==> config.mk <==
export PLATFORM = sky130hd
export DESIGN_NAME = de_stage_ctrl
export DESIGN_NICKNAME = d
export VERILOG_FILES = /design/src/rtl/rv_pipe_pkg.sv /design/src/rtl/load_use_detect.sv /design/src/rtl/de_stage_ctrl.sv
export SDC_FILE = /design/constraint.sdc
export NUM_CORES = 1
export LEC_CHECK = 0
export ABC_AREA = 1
export BUFFER_PORTS_ARGS = -buffer_cell sky130_fd_sc_hd__buf_4
export CAP_MARGIN = 20
export CORE_ASPECT_RATIO = 0.5
export CORE_MARGIN = 8
export CORE_UTILIZATION = 40
export CTS_CLUSTER_DIAMETER = 120
export DETAILED_ROUTE_END_ITERATION = 10
export GPL_ROUTABILITY_DRIVEN = 1
export SYNTH_ARGS = -nofsm -noshare
export SYNTH_HDL_FRONTEND = slang
export SYNTH_SLANG_ARGS = --single-unit
export TNS_END_PERCENT = 50
==> constraint.sdc <==
create_clock -name clk -period 5.3 [get_ports clk]
set_input_delay 0.265 -clock clk [delete_from_list [all_inputs] [get_ports clk]]
set_output_delay 0.265 -clock clk [all_outputs]
set_load 0.02 [all_outputs]
==> src/rtl/rv_pipe_pkg.sv <==
// Shared pipeline types for the decode-to-execute boundary: controller
// states, the D_E register bundle and its bubble value.
package rv_pipe_pkg;

  typedef enum logic [1:0] {
    RUN      = 2'd0,
    LD_STALL = 2'd1,
    REDIRECT = 2'd2
  } de_state_e;

  typedef struct packed {
    logic [4:0] rs1_adr;
    logic [4:0] rs2_adr;
    logic [4:0] rd_adr;
    logic       rd_en;
    logic       load_en;
    logic       uj_en;
    logic       jalr_en;
    logic       u_en;
    logic       auipc_en;
    logic       valid;
  } de_bundle_t;

  // A bubble is an all-zero bundle: invalid, no write-back, no load.
  localparam de_bundle_t DE_BUBBLE = '0;

endpackage

==> src/rtl/load_use_detect.sv <==
// Combinational load-use hazard detector: the instruction in D reads a
// register that the load currently in E has not yet produced.
module load_use_detect (
  input  logic       i_d_valid,
  input  logic [4:0] i_rs1_adr,
  input  logic       i_rs1_used,
  input  logic [4:0] i_rs2_adr,
  input  logic       i_rs2_used,
  input  logic       i_de_valid,
  input  logic       i_de_load_en,
  input  logic       i_de_rd_en,
  input  logic [4:0] i_de_rd_adr,
  output logic       o_lu
);

  logic w_load_in_e;
  logic w_src_match;

  // x0 is never written, so a load targeting it cannot create a hazard.
  always_comb begin
    w_load_in_e = i_d_valid && i_de_valid && i_de_load_en && i_de_rd_en &&
                  (i_de_rd_adr != 5'd0);
    w_src_match = (i_rs1_used && (i_rs1_adr == i_de_rd_adr)) ||
                  (i_rs2_used && (i_rs2_adr == i_de_rd_adr));
    o_lu        = w_load_in_e && w_src_match;
  end

endmodule

==> src/rtl/de_stage_ctrl.sv <==
// Decode-to-execute stage controller: D_E pipeline register, load-use
// stall / redirect flush FSM and saturating stall/flush event counters.
module de_stage_ctrl
  import rv_pipe_pkg::*;
#(
  parameter int CNT_W = 32
) (
  input  logic             clk,
  input  logic             rst,
  input  logic             d_valid,
  input  logic [4:0]       rs1_adr,
  input  logic [4:0]       rs2_adr,
  input  logic [4:0]       rd_adr,
  input  logic             rs1_used,
  input  logic             rs2_used,
  input  logic             rd_en,
  input  logic             load_en,
  input  logic             UJ_en,
  input  logic             jalr_en,
  input  logic             U_en,
  input  logic             auipc_en,
  input  logic             redirect,
  input  logic             mem_stall,
  output logic [4:0]       D_E_rs1_adr,
  output logic [4:0]       D_E_rs2_adr,
  output logic [4:0]       D_E_rd_adr,
  output logic             D_E_rd_en,
  output logic             D_E_load_en,
  output logic             D_E_UJ_en,
  output logic             D_E_jalr_en,
  output logic             D_E_U_en,
  output logic             D_E_auipc_en,
  output logic             D_E_valid,
  output logic             stall_F,
  output logic             stall_D,
  output logic             flush_FD,
  output logic [CNT_W-1:0] stall_cnt,
  output logic [CNT_W-1:0] flush_cnt
);

  de_state_e        r_state;
  de_state_e        w_state_nxt;
  de_bundle_t       r_de;
  de_bundle_t       w_de_in;
  logic             w_lu;
  logic             w_flush_act;
  logic             w_stall_act;
  logic [CNT_W-1:0] r_stall_cnt;
  logic [CNT_W-1:0] r_flush_cnt;

  // Counters stick at all-ones instead of wrapping.
  function automatic logic [CNT_W-1:0] sat_inc(input logic [CNT_W-1:0] v);
    return (&v) ? v : v + {{(CNT_W-1){1'b0}}, 1'b1};
  endfunction

  load_use_detect u_lu (
    .i_d_valid    (d_valid),
    .i_rs1_adr    (rs1_adr),
    .i_rs1_used   (rs1_used),
    .i_rs2_adr    (rs2_adr),
    .i_rs2_used   (rs2_used),
    .i_de_valid   (r_de.valid),
    .i_de_load_en (r_de.load_en),
    .i_de_rd_en   (r_de.rd_en),
    .i_de_rd_adr  (r_de.rd_adr),
    .o_lu         (w_lu)
  );

  // Pack the D-stage fields and resolve which event this cycle acts on
  // (mem_stall > redirect/REDIRECT > load-use).
  always_comb begin
    w_de_in.rs1_adr  = rs1_adr;
    w_de_in.rs2_adr  = rs2_adr;
    w_de_in.rd_adr   = rd_adr;
    w_de_in.rd_en    = rd_en;
    w_de_in.load_en  = load_en;
    w_de_in.uj_en    = UJ_en;
    w_de_in.jalr_en  = jalr_en;
    w_de_in.u_en     = U_en;
    w_de_in.auipc_en = auipc_en;
    w_de_in.valid    = d_valid;
    w_flush_act = !mem_stall && (redirect || (r_state == REDIRECT));
    w_stall_act = !mem_stall && !redirect && (r_state != REDIRECT) && w_lu;
  end

  // State register; reset drops any pending REDIRECT immediately.
  always_ff @(posedge clk or posedge rst) begin
    if (rst) r_state <= RUN;
    else     r_state <= w_state_nxt;
  end

  // Next-state logic; a frozen pipe keeps its state.
  always_comb begin
    w_state_nxt = r_state;
    if (mem_stall)              w_state_nxt = r_state;
    else if (redirect)          w_state_nxt = REDIRECT;
    else if (r_state == REDIRECT) w_state_nxt = RUN;
    else if (w_lu)              w_state_nxt = LD_STALL;
    else                        w_state_nxt = RUN;
  end

  // Fetch/decode controls; forced low while reset is held.
  always_comb begin
    stall_F  = 1'b0;
    stall_D  = 1'b0;
    flush_FD = 1'b0;
    if (!rst) begin
      if (mem_stall) begin
        stall_F = 1'b1;
        stall_D = 1'b1;
      end else if (w_flush_act) begin
        flush_FD = 1'b1;
      end else if (w_stall_act) begin
        stall_F = 1'b1;
        stall_D = 1'b1;
      end
    end
  end

  // D_E register: hold on mem_stall, bubble on flush or load-use.
  always_ff @(posedge clk or posedge rst) begin
    if (rst)                            r_de <= DE_BUBBLE;
    else if (!mem_stall) begin
      if (w_flush_act || w_stall_act)   r_de <= DE_BUBBLE;
      else                              r_de <= w_de_in;
    end
  end

  // Event counters: one count per bubble / per flush cycle.
  always_ff @(posedge clk or posedge rst) begin
    if (rst) begin
      r_stall_cnt <= '0;
      r_flush_cnt <= '0;
    end else begin
      if (w_stall_act) r_stall_cnt <= sat_inc(r_stall_cnt);
      if (w_flush_act) r_flush_cnt <= sat_inc(r_flush_cnt);
    end
  end

  assign D_E_rs1_adr  = r_de.rs1_adr;
  assign D_E_rs2_adr  = r_de.rs2_adr;
  assign D_E_rd_adr   = r_de.rd_adr;
  assign D_E_rd_en    = r_de.rd_en;
  assign D_E_load_en  = r_de.load_en;
  assign D_E_UJ_en    = r_de.uj_en;
  assign D_E_jalr_en  = r_de.jalr_en;
  assign D_E_U_en     = r_de.u_en;
  assign D_E_auipc_en = r_de.auipc_en;
  assign D_E_valid    = r_de.valid;
  assign stall_cnt    = r_stall_cnt;
  assign flush_cnt    = r_flush_cnt;

endmodule

==> summary.txt, run 1 <==
STA
  • Achievable clock frequency: 316 MHz
  • Worst-Margin Slew: 0.953 ns
  • Count of endpoints failing hold in the final timing report: 0
  • Shortest clock period the worst path allows after layout: between 3 and 4 ns
  • Total Negative Setup Slacks: 0 ns
  • Setup violators final: 0
  • Clock Skew: approximately 0.0085 ns
  • Final period util: 0.597
  • Relative slew slack: 0.363
  • RSZ-0062 raised after global routing: no
  • Final count of pins violating max slew: 0

Pwr
  • Peak supply drop: 0.116 mV
  • Static leakage: 3.48 nW
  • Power density over the cells: 258 mW/mm²

Place
  • Post-detail-place hpwl: around 12 mm
  • Quantity of I/O buffers inserted on ports: 116
  • Final estimated routing congestion in global placement: 0.897

Synthesis
  • Synthesized cell area: 0.00556 mm²
  • Most used standard cells in the synthesized netlist: nand2_1, nor2_1, dfrtp_1
  • Post-synthesis async set-or-reset flop share: 1.00
  • Cell type with the largest total area after synthesis: dfrtp_1
  • Area share of the leading cell type in the synthesized netlist: 0.396
  • Nets in the synthesized netlist: 869
  • Primary flip-flop cell chosen by synthesis mapping: dfrtp_1
  • Portion of the post-synthesis area used by sequential elements: 0.396
  • Library cell with the highest instance count after synthesis: nand2_1
  • Cell count after synthesis: 839
  • Count of state elements after synthesis: 88
  • Main area contributors after synthesis: dfrtp_1, nand2_1, nor2_1
  • Number of different library cells in the post-synthesis netlist: 29
  • Syn avg cell area: 6.62 µm²
  • Number of enable-type register cells in the synthesized netlist: 0
  • Count of synthesis-stage warnings from yosys: 0

Hold path
  • Worst min-delay path class: input pin to asynchronous set/reset pin

Clocking
  • CTS tree: built
  • Clock Sinks: a little under 90
  • Root Driver: clkbuf_16
  • Setup fix buffers added after clock tree synthesis: 0
  • Number of resized instances in the post-cts repair step: 0
  • Buffer depth of the longest clock path: 2
  • # hold bufs at CTS: 0
  • Clock transition at the registers of the reported paths: approximately 0.070 ns
  • Number of H-tree levels: 3
  • Clk Latency, worst-skew pair: 0.34 ns
  • Number of buffers inserted during clock tree synthesis: 9

Floorplan
  • Initial core utilization: 0.410
  • Placeable core region: 0.0136 mm²
  • Number of cell rows: 30
  • Die ar.: 0.0181 mm²
  • Die Ht: 99.3 µm
  • Number of placed I/O pins: 117
  • Die X: 183 µm

Worst setup path
  • WP data arrival: around 3.4 ns
  • Worst Path Class, Setup: flip-flop to flip-flop
  • Worst Setup SP: stall_cnt[0]
  • Crit path capture type: flip-flop
  • Critical-path maximum fanout: 33
  • Launch instance of the worst register-to-register path: stall_cnt[0]
  • Data required, critical path: 5.57 ns
  • Startpoint type of the worst setup path: flip-flop

Layout
  • Fillers: 1403
  • Fraction of layout cells with a size suffix above 1: 0.159
  • Area added between synthesis and finish: 23.4%
  • Area of the multi-input gates: 0.00299 mm²
  • Final core area utilization: 0.506
  • Layout Nets: 973
  • Ant. Diodes: 0
  • Sequential cell area in the final layout: about 0.0022 mm²

GRT
  • Via count of the first global-routing pass: 5148
  • Remaining global-route overflow: 0
  • Pin count of the biggest net entering global routing: 51
  • Total track usage: 0.181
  • Wire length of the first global-routing pass: roughly 27 mm
  • Initial antenna violation count: 0

Drt
  • ANT nets after route: 0
  • Final routed DRC violation total: 0
  • Vias after detailed routing: ~5500
  • Pre-antenna DRT Iters: 4
  • WL/cell: between 10 and 15 µm
  • Number of DRC violations after detailed-routing iteration 0: 340
  • Vias per cell: 4.82
  • Total Routed Length: 16.3 mm

Job
  • Number of maximum-capacitance constraint violations: 0

Status
  • Outcome: complete, no violations
[where the power goes]
| part | switching (W) | internal [W] | leakage [nW] |
|---|---|---|---|
| Sequential | 0.0000450 | 0.000712 | 1.19 |
| Combinational | 0.000182 | 0.000112 | 2.13 |
| Clock | 0.000276 | 0.000440 | 0.159 |
[layout by cell type (no fill, tap or decap), drive strengths merged, types with 2 or more instances in the layout]
| master | n |
|---|---|
| nand3 | 50 |
| nand4 | 20 |
| ha | 2 |
| nor2 | 103 |
| a21oi | 4 |
| nand3b | 18 |
| bufinv | 2 |
| buf | 118 |
| clkbuf | 12 |
| xnor2 | 8 |
| nor3 | 16 |
| o21ai | 13 |
| xor2 | 23 |
| dfrtp | 88 |
| nand2 | 415 |
| clkinv | 2 |
| inv | 53 |
[worst max-delay path, cell delays in order, from the launching register on]
cell,delay [ns]
dfrtp_1,0.47
ha_1,0.29
inv_1,0.11
nor2_4,0.17
nand2_2,0.11
nor2_2,0.11
nand4_2,0.72
nand3_2,0.88
nand2_1,0.10
nand2_1,0.09
[path summary, 6_finish.rpt]
| path | endpoint | cells after the start | slack (ns) |
|---|---|---|---|
| max | stall_cnt[20] | 9 | 2.14 |
| min | D_E_rd_adr[1] | 2 | 0.02 |
| max reg2reg | stall_cnt[20] | 9 | 2.14 |
| min reg2reg | D_E_rs2_adr[2] | 2 | 0.48 |
| max in group asynchronous | D_E_load_en | 3 | 4.17 |
| min in group clk | r_state[1] | 3 | 0.13 |
[final cells by class]
class | instances | area share
multi-input cells | 672 | 0.436
flip-flops and latches | 88 | 0.321
repair buffers | 118 | 0.129
clock buffers | 12 | 0.0374
well taps | 192 | 0.0350
inverters | 54 | 0.0297
clock inverters | 4 | 0.0111
[per-stage QoR]
| step | worst slack (ns) | area, µm² | total power, W | hold WS (ns) | instances |
|---|---|---|---|---|---|
| 2_1_floorplan | 2.76 | 5560 | 0.000946 | 0.375 | 839 |
| 3_3_place_gp | 2.29 | 6520 | 0.00106 | 0.405 | 1124 |
| 3_5_place_dp | 2.17 | 6520 | 0.00107 | 0.414 | 1124 |
| 4_1_cts | 2.15 | 6860 | 0.00178 | 0.0496 | 1140 |
| 5_1_grt | 1.86 | 6860 | 0.00185 | 0.0691 | 1140 |
| 6_report | 2.14 | 6860 | 0.00177 | 0.0151 | 1140 |
[sequential cells by signal, summed over array words and instances (netlist names)]
register / flops
D_E_UJ_en: 1
D_E_U_en: 1
D_E_auipc_en: 1
D_E_jalr_en: 1
D_E_load_en: 1
D_E_rd_adr: 5
D_E_rd_en: 1
D_E_rs1_adr: 5
D_E_rs2_adr: 5
D_E_valid: 1
flush_cnt: 32
r_state: 2
stall_cnt: 32
[layer usage]
layer	track usage	vias to the layer above	part of all wire
li1	-	2825	-
met1	0.238	2557	0.48
met2	0.306	104	0.48
met3	0.0360	8	0.038
met4	0.0326	0	0.0064
met5	0	-	0
[cells by family after synthesis]
kind of cell / Yosys count / synth area share
xor+xnor: 31 / 0.0502
buf+inv: 79 / 0.0653
simple gates: 622 / 0.467
fa+ha+maj: 2 / 0.00450
compound gates: 17 / 0.0167
flops: 88 / 0.396
Note: power is estimated with default switching activity, not from simulation.
==> inputs of run 2 (changes only) <==
- clock period: 5.3 -> 2.6 ns (I/O delays scaled with it)
==> summary.txt, run 2 (same netlist as run 1, synthesis figures left out) <==
Worst setup path
  • Worst path cell trace: ha_1 > inv_1 > nor3_4 > nand2_2 > nor2_4 > a21oi_2 > buf_4 > nand2_1 > nand2_1 (was ha_1 > inv_1 > nor2_4 > nand2_2 > nor2_2 > nand4_2 > nand3_2 > nand2_1 > nand2_1)
  • Worst r2r path cells: 9 (unchanged)
  • Stage delay of the slowest cell on the critical path: 0.67 ns (was 0.88 ns)
  • Worst Path Class, Setup: flip-flop to flip-flop (unchanged)
  • Data required, critical path: 2.88 ns (was 5.57 ns)
  • Crit path capture type: flip-flop (unchanged)
  • Startpoint type of the worst setup path: flip-flop (unchanged)
  • Critical path depth: 9 (unchanged)
  • Slowest library cell on the worst path: a21oi_2 (was nand3_2)
  • Critical-path maximum fanout: 21 (was 33)
  • Sum of buffers and inverters on the critical path: 2 (was 1)
  • Crit-path most repeated cell: nand2_1 (unchanged)
  • Kind of cell with the highest combined delay on the critical path: compound AO/OA/AOI/OAI gates (was simple AND/OR/NAND/NOR gates)
  • WP data arrival: 2.56 ns (was 3.44 ns)

STA
  • Total Negative Setup Slacks: 0 ns (unchanged)
  • Final count of pins violating max slew: 0 (unchanged)
  • RSZ-0062 raised after global routing: no (unchanged)
  • Relative slew slack: 0.412 (was 0.363)
  • Count of endpoints failing hold in the final timing report: 0 (unchanged)
  • Final period util: 0.878 (was 0.597)
  • Worst-Margin Slew: 0.882 ns (was 0.953 ns)
  • Shortest clock period the worst path allows after layout: 2.28 ns (was 3.16 ns)
  • Achievable clock frequency: 438 MHz (was 316 MHz)
  • Setup violators final: 0 (unchanged)
  • Min Hold Slack: 0.0381 ns (was 0.0151 ns)
  • Worst setup slack after layout: 0.317 ns (was 2.14 ns)
  • Clock Skew: 0.0135 ns (was 0.00846 ns)

Pwr
  • Overall power consumption: 0.00354 W (was 0.00177 W)
  • Share of total power in the clock network: 0.392 (was 0.405)
  • Power density over the cells: 511 mW/mm² (was 258 mW/mm²)
  • Internal power summed over all cells: 0.00254 W (was 0.00126 W)
  • Switching part of the total power: 0.283 (was 0.285)
  • Relative contribution of sequential cells to total power: 0.436 (was 0.428)
  • Net switching power: 0.00100 W (was 0.000503 W)
  • Peak supply drop: 0.294 mV (was 0.116 mV)
  • Comb pwr share: 0.172 (was 0.166)
  • Static leakage: 3.52 nW (was 3.48 nW)

Clocking
  • Buffer depth of the longest clock path: 2 (unchanged)
  • Root Driver: clkbuf_16 (unchanged)
  • CTS tree: built (unchanged)
  • Number of resized instances in the post-cts repair step: 0 (unchanged)
  • Number of H-tree levels: 3 (unchanged)
  • Clk Latency, worst-skew pair: 0.34 ns (about the same)
  • Number of buffers inserted during clock tree synthesis: 9 (unchanged)
  • Clock transition at the registers of the reported paths: 0.07 ns (about the same)
  • Clock Sinks: 88 (unchanged)
  • Setup fix buffers added after clock tree synthesis: 0 (unchanged)

Layout
  • Area added between synthesis and finish: 24.5% (was 23.4%)
  • Fillers: 1413 (was 1403)
  • Ant. Diodes: 0 (unchanged)
  • Layout Nets: 981 (was 973)
  • Highest-count cells in the layout ignoring fill and taps: nand2_1, buf_4, nor2_1, dfrtp_1, inv_1 (unchanged)
  • Most common library cell in the layout ignoring fill and taps: nand2_1 (unchanged)
  • Fraction of layout cells with a size suffix above 1: 0.164 (was 0.159)

Drt
  • Vias per cell: 4.79 (was 4.82)
  • Total Routed Length: 16.5 mm (was 16.3 mm)
  • Vias after detailed routing: 5500 (was 5494)
  • WL/cell: 14.4 µm (was 14.3 µm)
  • Number of DRC violations after detailed-routing iteration 0: 336 (was 340)
  • Pre-antenna DRT Iters: 5 (was 4)
  • ANT nets after route: 0 (unchanged)
  • Final routed DRC violation total: 0 (unchanged)

GRT
  • Initial antenna violation count: 0 (unchanged)
  • Remaining global-route overflow: 0 (unchanged)
  • Total track usage: 0.185 (was 0.181)
  • Via count of the first global-routing pass: 5368 (was 5148)
  • Wire length of the first global-routing pass: 27.6 mm (was 26.9 mm)
  • Pin count of the biggest net entering global routing: 41 (was 51)

Status
  • Outcome: complete, no violations (unchanged)

Floorplan
  • Die ar.: 0.0181 mm² (unchanged)
  • Die Ht: 99.3 µm (unchanged)
  • Die X: 183 µm (unchanged)
  • Number of cell rows: 30 (unchanged)
  • Initial core utilization: 0.410 (unchanged)
  • Number of placed I/O pins: 117 (unchanged)
  • Placeable core region: 0.0136 mm² (unchanged)

Hold path
  • Instance count along the most critical hold path: 3
  • Worst min-delay path class: input pin to flip-flop (was input pin to asynchronous set/reset pin)

Job
  • Number of maximum-capacitance constraint violations: 0 (unchanged)

Place
  • Final estimated routing congestion in global placement: 0.898 (was 0.897)
  • Post-detail-place hpwl: 12.4 mm (was 12.2 mm)
  • Pre-CTS setup slack: 0.309 ns (was 2.17 ns)
  • Quantity of I/O buffers inserted on ports: 116 (unchanged)
run 2: changes by cell type in the layout (fill, tap and decap cells not counted), sizes merged:
cell and delta:
buf +6, clkbuf +2, dlygate4sd3 +2, bufinv -1, clkinvlp -1
run 2: repair_timing:
action,CTS,global route
hold buffers,2,0
setup endpoints to repair,0,0
hold endpoints to repair,39,0
run 2: area by class of cell:
class                   instances  area (µm²)  share of cell area
clock inverters                 2        35.0             0.00506
clock buffers                  14         284              0.0410
inverters                      54         204              0.0295
well taps                     192         240              0.0347
flip-flops and latches         88        2200               0.318
multi-input cells             672        2990               0.432
repair buffers                126         963               0.139
run 2: stage by stage:
stage	instance area [µm²]	util	cells
2_1_floorplan	5560	-	839
6_report	6920	0.511	1148
5_1_grt	6920	0.511	1148
3_3_place_gp	6580	0.486	1130
3_5_place_dp	6580	0.486	1130
4_1_cts	6920	0.511	1148
run 2: worst paths after layout:
path | from | endpoint | slack [ns]
max in group asynchronous | rst | flush_cnt[13] | 1.42
worst max-delay path | flush_cnt[0] | flush_cnt[4] | 0.32
worst min register to register | D_E_rs1_adr[1] | D_E_rs1_adr[1] | 0.48
worst min-delay path | load_en | D_E_load_en | 0.04
min in group asynchronous | rst | stall_cnt[29] | 0.48
worst max register to register | flush_cnt[0] | flush_cnt[4] | 0.32
run 2: routing by layer:
layer	GRT usage	vias to the layer above	part of all wire
li1	-	2841	-
met1	0.238	2526	0.47
met2	0.315	117	0.48
met3	0.0375	16	0.047
met4	0.0495	0	0.011
met5	0	-	0
run 2: tightest hold or removal path, cell delays in order:
cell	delay [ns]
buf_4	0.08
nand4_1	0.08
nand2_1	0.06
run 2: power by group through the flow:
stage / logic [W] / clock network, W / registers [W]
after floorplan: 0.000279 / 0 / 0.00165
after global placement: 0.000614 / 0 / 0.00156
after detailed placement: 0.000614 / 0 / 0.00157
after CTS: 0.000618 / 0.00142 / 0.00154
after global routing: 0.000675 / 0.00146 / 0.00156
final: 0.000608 / 0.00139 / 0.00154
==> inputs of run 3 (changes only) <==
--- a/constraint.sdc
+++ b/constraint.sdc
@@ -3,2 +3,2 @@
 set_output_delay 0.13 -clock clk [all_outputs]
-set_load 0.02 [all_outputs]
+set_load 0.05 [all_outputs]
==> summary.txt, run 3 (same netlist as run 1, synthesis figures left out) <==
Status
  • Outcome: complete, no violations (unchanged)

Clocking
  • CTS tree: built (unchanged)
  • Number of resized instances in the post-cts repair step: 0 (unchanged)
  • Clock Sinks: 88 (unchanged)
  • Clock transition at the registers of the reported paths: 0.06 ns (was 0.07 ns)
  • Number of buffers inserted during clock tree synthesis: 9 (unchanged)
  • Number of H-tree levels: 3 (unchanged)
  • Clk Latency, worst-skew pair: 0.34 ns (about the same)
  • Buffer depth of the longest clock path: 2 (unchanged)
  • Root Driver: clkbuf_16 (unchanged)

Worst setup path
  • Crit path capture type: flip-flop (unchanged)
  • Crit-path most repeated cell: nand2_1 (unchanged)
  • Stage delay of the slowest cell on the critical path: 0.55 ns (was 0.67 ns)
  • Slowest library cell on the worst path: nand3_2 (was a21oi_2)
  • Worst path cell trace: ha_1 > inv_1 > nor2_4 > nand2_2 > nor2_2 > nand4_2 > nand3_2 > nand2_1 > nand2_1 (was ha_1 > inv_1 > nor3_4 > nand2_2 > nor2_4 > a21oi_2 > buf_4 > nand2_1 > nand2_1)
  • Sum of buffers and inverters on the critical path: 1 (was 2)
  • WP data arrival: 2.36 ns (was 2.56 ns)
  • Critical-path maximum fanout: 32 (was 21)
  • Kind of cell with the highest combined delay on the critical path: simple AND/OR/NAND/NOR gates (was compound AO/OA/AOI/OAI gates)
  • Worst Path Class, Setup: flip-flop to flip-flop (unchanged)
  • Data required, critical path: 2.82 ns (was 2.88 ns)
  • Startpoint type of the worst setup path: flip-flop (unchanged)

STA
  • RSZ-0062 raised after global routing: no (unchanged)
  • Final period util: 0.822 (was 0.878)
  • Worst setup slack after layout: 0.463 ns (was 0.317 ns)
  • Count of endpoints failing hold in the final timing report: 0 (unchanged)
  • Worst-Margin Slew: 0.736 ns (was 0.882 ns)
  • Total Negative Setup Slacks: 0 ns (unchanged)
  • Setup violators final: 0 (unchanged)
  • Shortest clock period the worst path allows after layout: 2.14 ns (was 2.28 ns)
  • Clock Skew: 0.00805 ns (was 0.0135 ns)
  • Final count of pins violating max slew: 0 (unchanged)
  • Relative slew slack: 0.509 (was 0.412)
  • Achievable clock frequency: 468 MHz (was 438 MHz)

Pwr
  • Net switching power: 0.00119 W (was 0.00100 W)
  • Comb pwr share: 0.222 (was 0.172)
  • Static leakage: 3.50 nW (was 3.52 nW)
  • Peak supply drop: 0.226 mV (was 0.294 mV)
  • Power density over the cells: 532 mW/mm² (was 511 mW/mm²)
  • Overall power consumption: 0.00367 W (was 0.00354 W)
  • Relative contribution of sequential cells to total power: 0.420 (was 0.436)
  • Share of total power in the clock network: 0.358 (was 0.392)
  • Internal power summed over all cells: 0.00248 W (was 0.00254 W)
  • Switching part of the total power: 0.325 (was 0.283)

Drt
  • Pre-antenna DRT Iters: 5 (unchanged)
  • WL/cell: 14.5 µm (was 14.4 µm)
  • Vias after detailed routing: 5515 (was 5500)
  • Vias per cell: 4.81 (was 4.79)
  • ANT nets after route: 0 (unchanged)
  • Total Routed Length: 16.7 mm (was 16.5 mm)
  • Final routed DRC violation total: 0 (unchanged)
  • Number of DRC violations after detailed-routing iteration 0: 368 (was 336)

GRT
  • Remaining global-route overflow: 0 (unchanged)
  • Via count of the first global-routing pass: 5291 (was 5368)
  • Initial antenna violation count: 0 (unchanged)
  • Total track usage: 0.187 (was 0.185)
  • Wire length of the first global-routing pass: 27.6 mm (unchanged)
  • Pin count of the biggest net entering global routing: 50 (was 41)

Layout
  • Final cell count without fillers: 1146 (was 1148)
  • Final core area utilization: 0.509 (was 0.511)
  • Area added between synthesis and finish: 24.2% (was 24.5%)
  • Most common library cell in the layout ignoring fill and taps: nand2_1 (unchanged)
  • Ant. Diodes: 0 (unchanged)
  • Highest-count cells in the layout ignoring fill and taps: nand2_1, buf_4, nor2_1, dfrtp_1, inv_1 (unchanged)
  • Layout Nets: 981 (unchanged)
  • Fraction of layout cells with a size suffix above 1: 0.165 (was 0.164)

Floorplan
  • Initial core utilization: 0.410 (unchanged)
  • Placeable core region: 0.0136 mm² (unchanged)
  • Number of cell rows: 30 (unchanged)
  • Die X: 183 µm (unchanged)
  • Number of placed I/O pins: 117 (unchanged)
  • Die Ht: 99.3 µm (unchanged)
  • Die ar.: 0.0181 mm² (unchanged)

Place
  • Number of placed instances, taps included: 1130 (unchanged)
  • Post-detail-place hpwl: 12.5 mm (was 12.4 mm)
  • Final estimated routing congestion in global placement: 0.865 (was 0.898)
  • Quantity of I/O buffers inserted on ports: 116 (unchanged)
  • Pre-CTS setup slack: 0.462 ns (was 0.309 ns)

Job
  • Number of maximum-capacitance constraint violations: 0 (unchanged)

Hold path
  • Worst min-delay path class: input pin to flip-flop (unchanged)
-- run 3: cell count changes in the layout (fill, tap and decap cells not counted), sizes merged --
cell,before,now
clkbuf,14,11
clkinvlp,0,1
-- run 3: final cells by class --
type | instances | area (µm²)
Fill cell | 1374 | 6650
Multi-Input combinational cell | 672 | 3000
Sequential cell | 88 | 2200
Timing Repair Buffer | 126 | 963
Clock buffer | 11 | 253
Tap cell | 192 | 240
Inverter | 54 | 204
Clock inverter | 3 | 42.5
-- run 3: final timing paths --
path	endpoint	slack, ns	cells after the start	from
min in group asynchronous	D_E_rs2_adr[1]	0.48	3	rst
min reg2reg	D_E_rs1_adr[0]	0.48	2	D_E_rs1_adr[0]
max in group asynchronous	flush_cnt[15]	1.39	4	rst
max reg2reg	stall_cnt[18]	0.46	9	stall_cnt[0]
min	D_E_UJ_en	0.03	3	UJ_en
max	stall_cnt[18]	0.46	9	stall_cnt[0]
-- run 3: tightest hold or removal path, stage by stage --
cell and delay, ns:
buf_4 0.07, nand4_1 0.08, nand2_1 0.06
-- run 3: stage by stage --
step	instance area (µm²)	hold slack, ns
after floorplan	5560	0.240
after detailed placement	6590	0.305
final	6900	0.0307
after global placement	6590	0.300
after global routing	6900	0.0395
after CTS	6900	0.0225
-- run 3: what timing repair did --
| item | CTS | global route |
|---|---|---|
| hold buffers | 2 | 0 |
| endpoints found under the hold margin | 40 | 0 |
| setup buffers | 0 | 0 |
-- run 3: power by group through the flow --
stage	combinational, W	clock [W]	sequential [W]
after detailed placement	0.000820	0	0.00156
final	0.000815	0.00131	0.00154
after global routing	0.000881	0.00140	0.00155
after global placement	0.000815	0	0.00156
after floorplan	0.000285	0	0.00184
after CTS	0.000824	0.00135	0.00154
-- run 3: per-layer routing --
metal / vias up / wire length, µm / GRT usage
met5: - / 0 / 0
met4: 0 / 286 / 0.0576
met3: 23 / 586 / 0.0375
met2: 109 / 7890 / 0.324
met1: 2537 / 7910 / 0.232
li1: 2846 / - / -
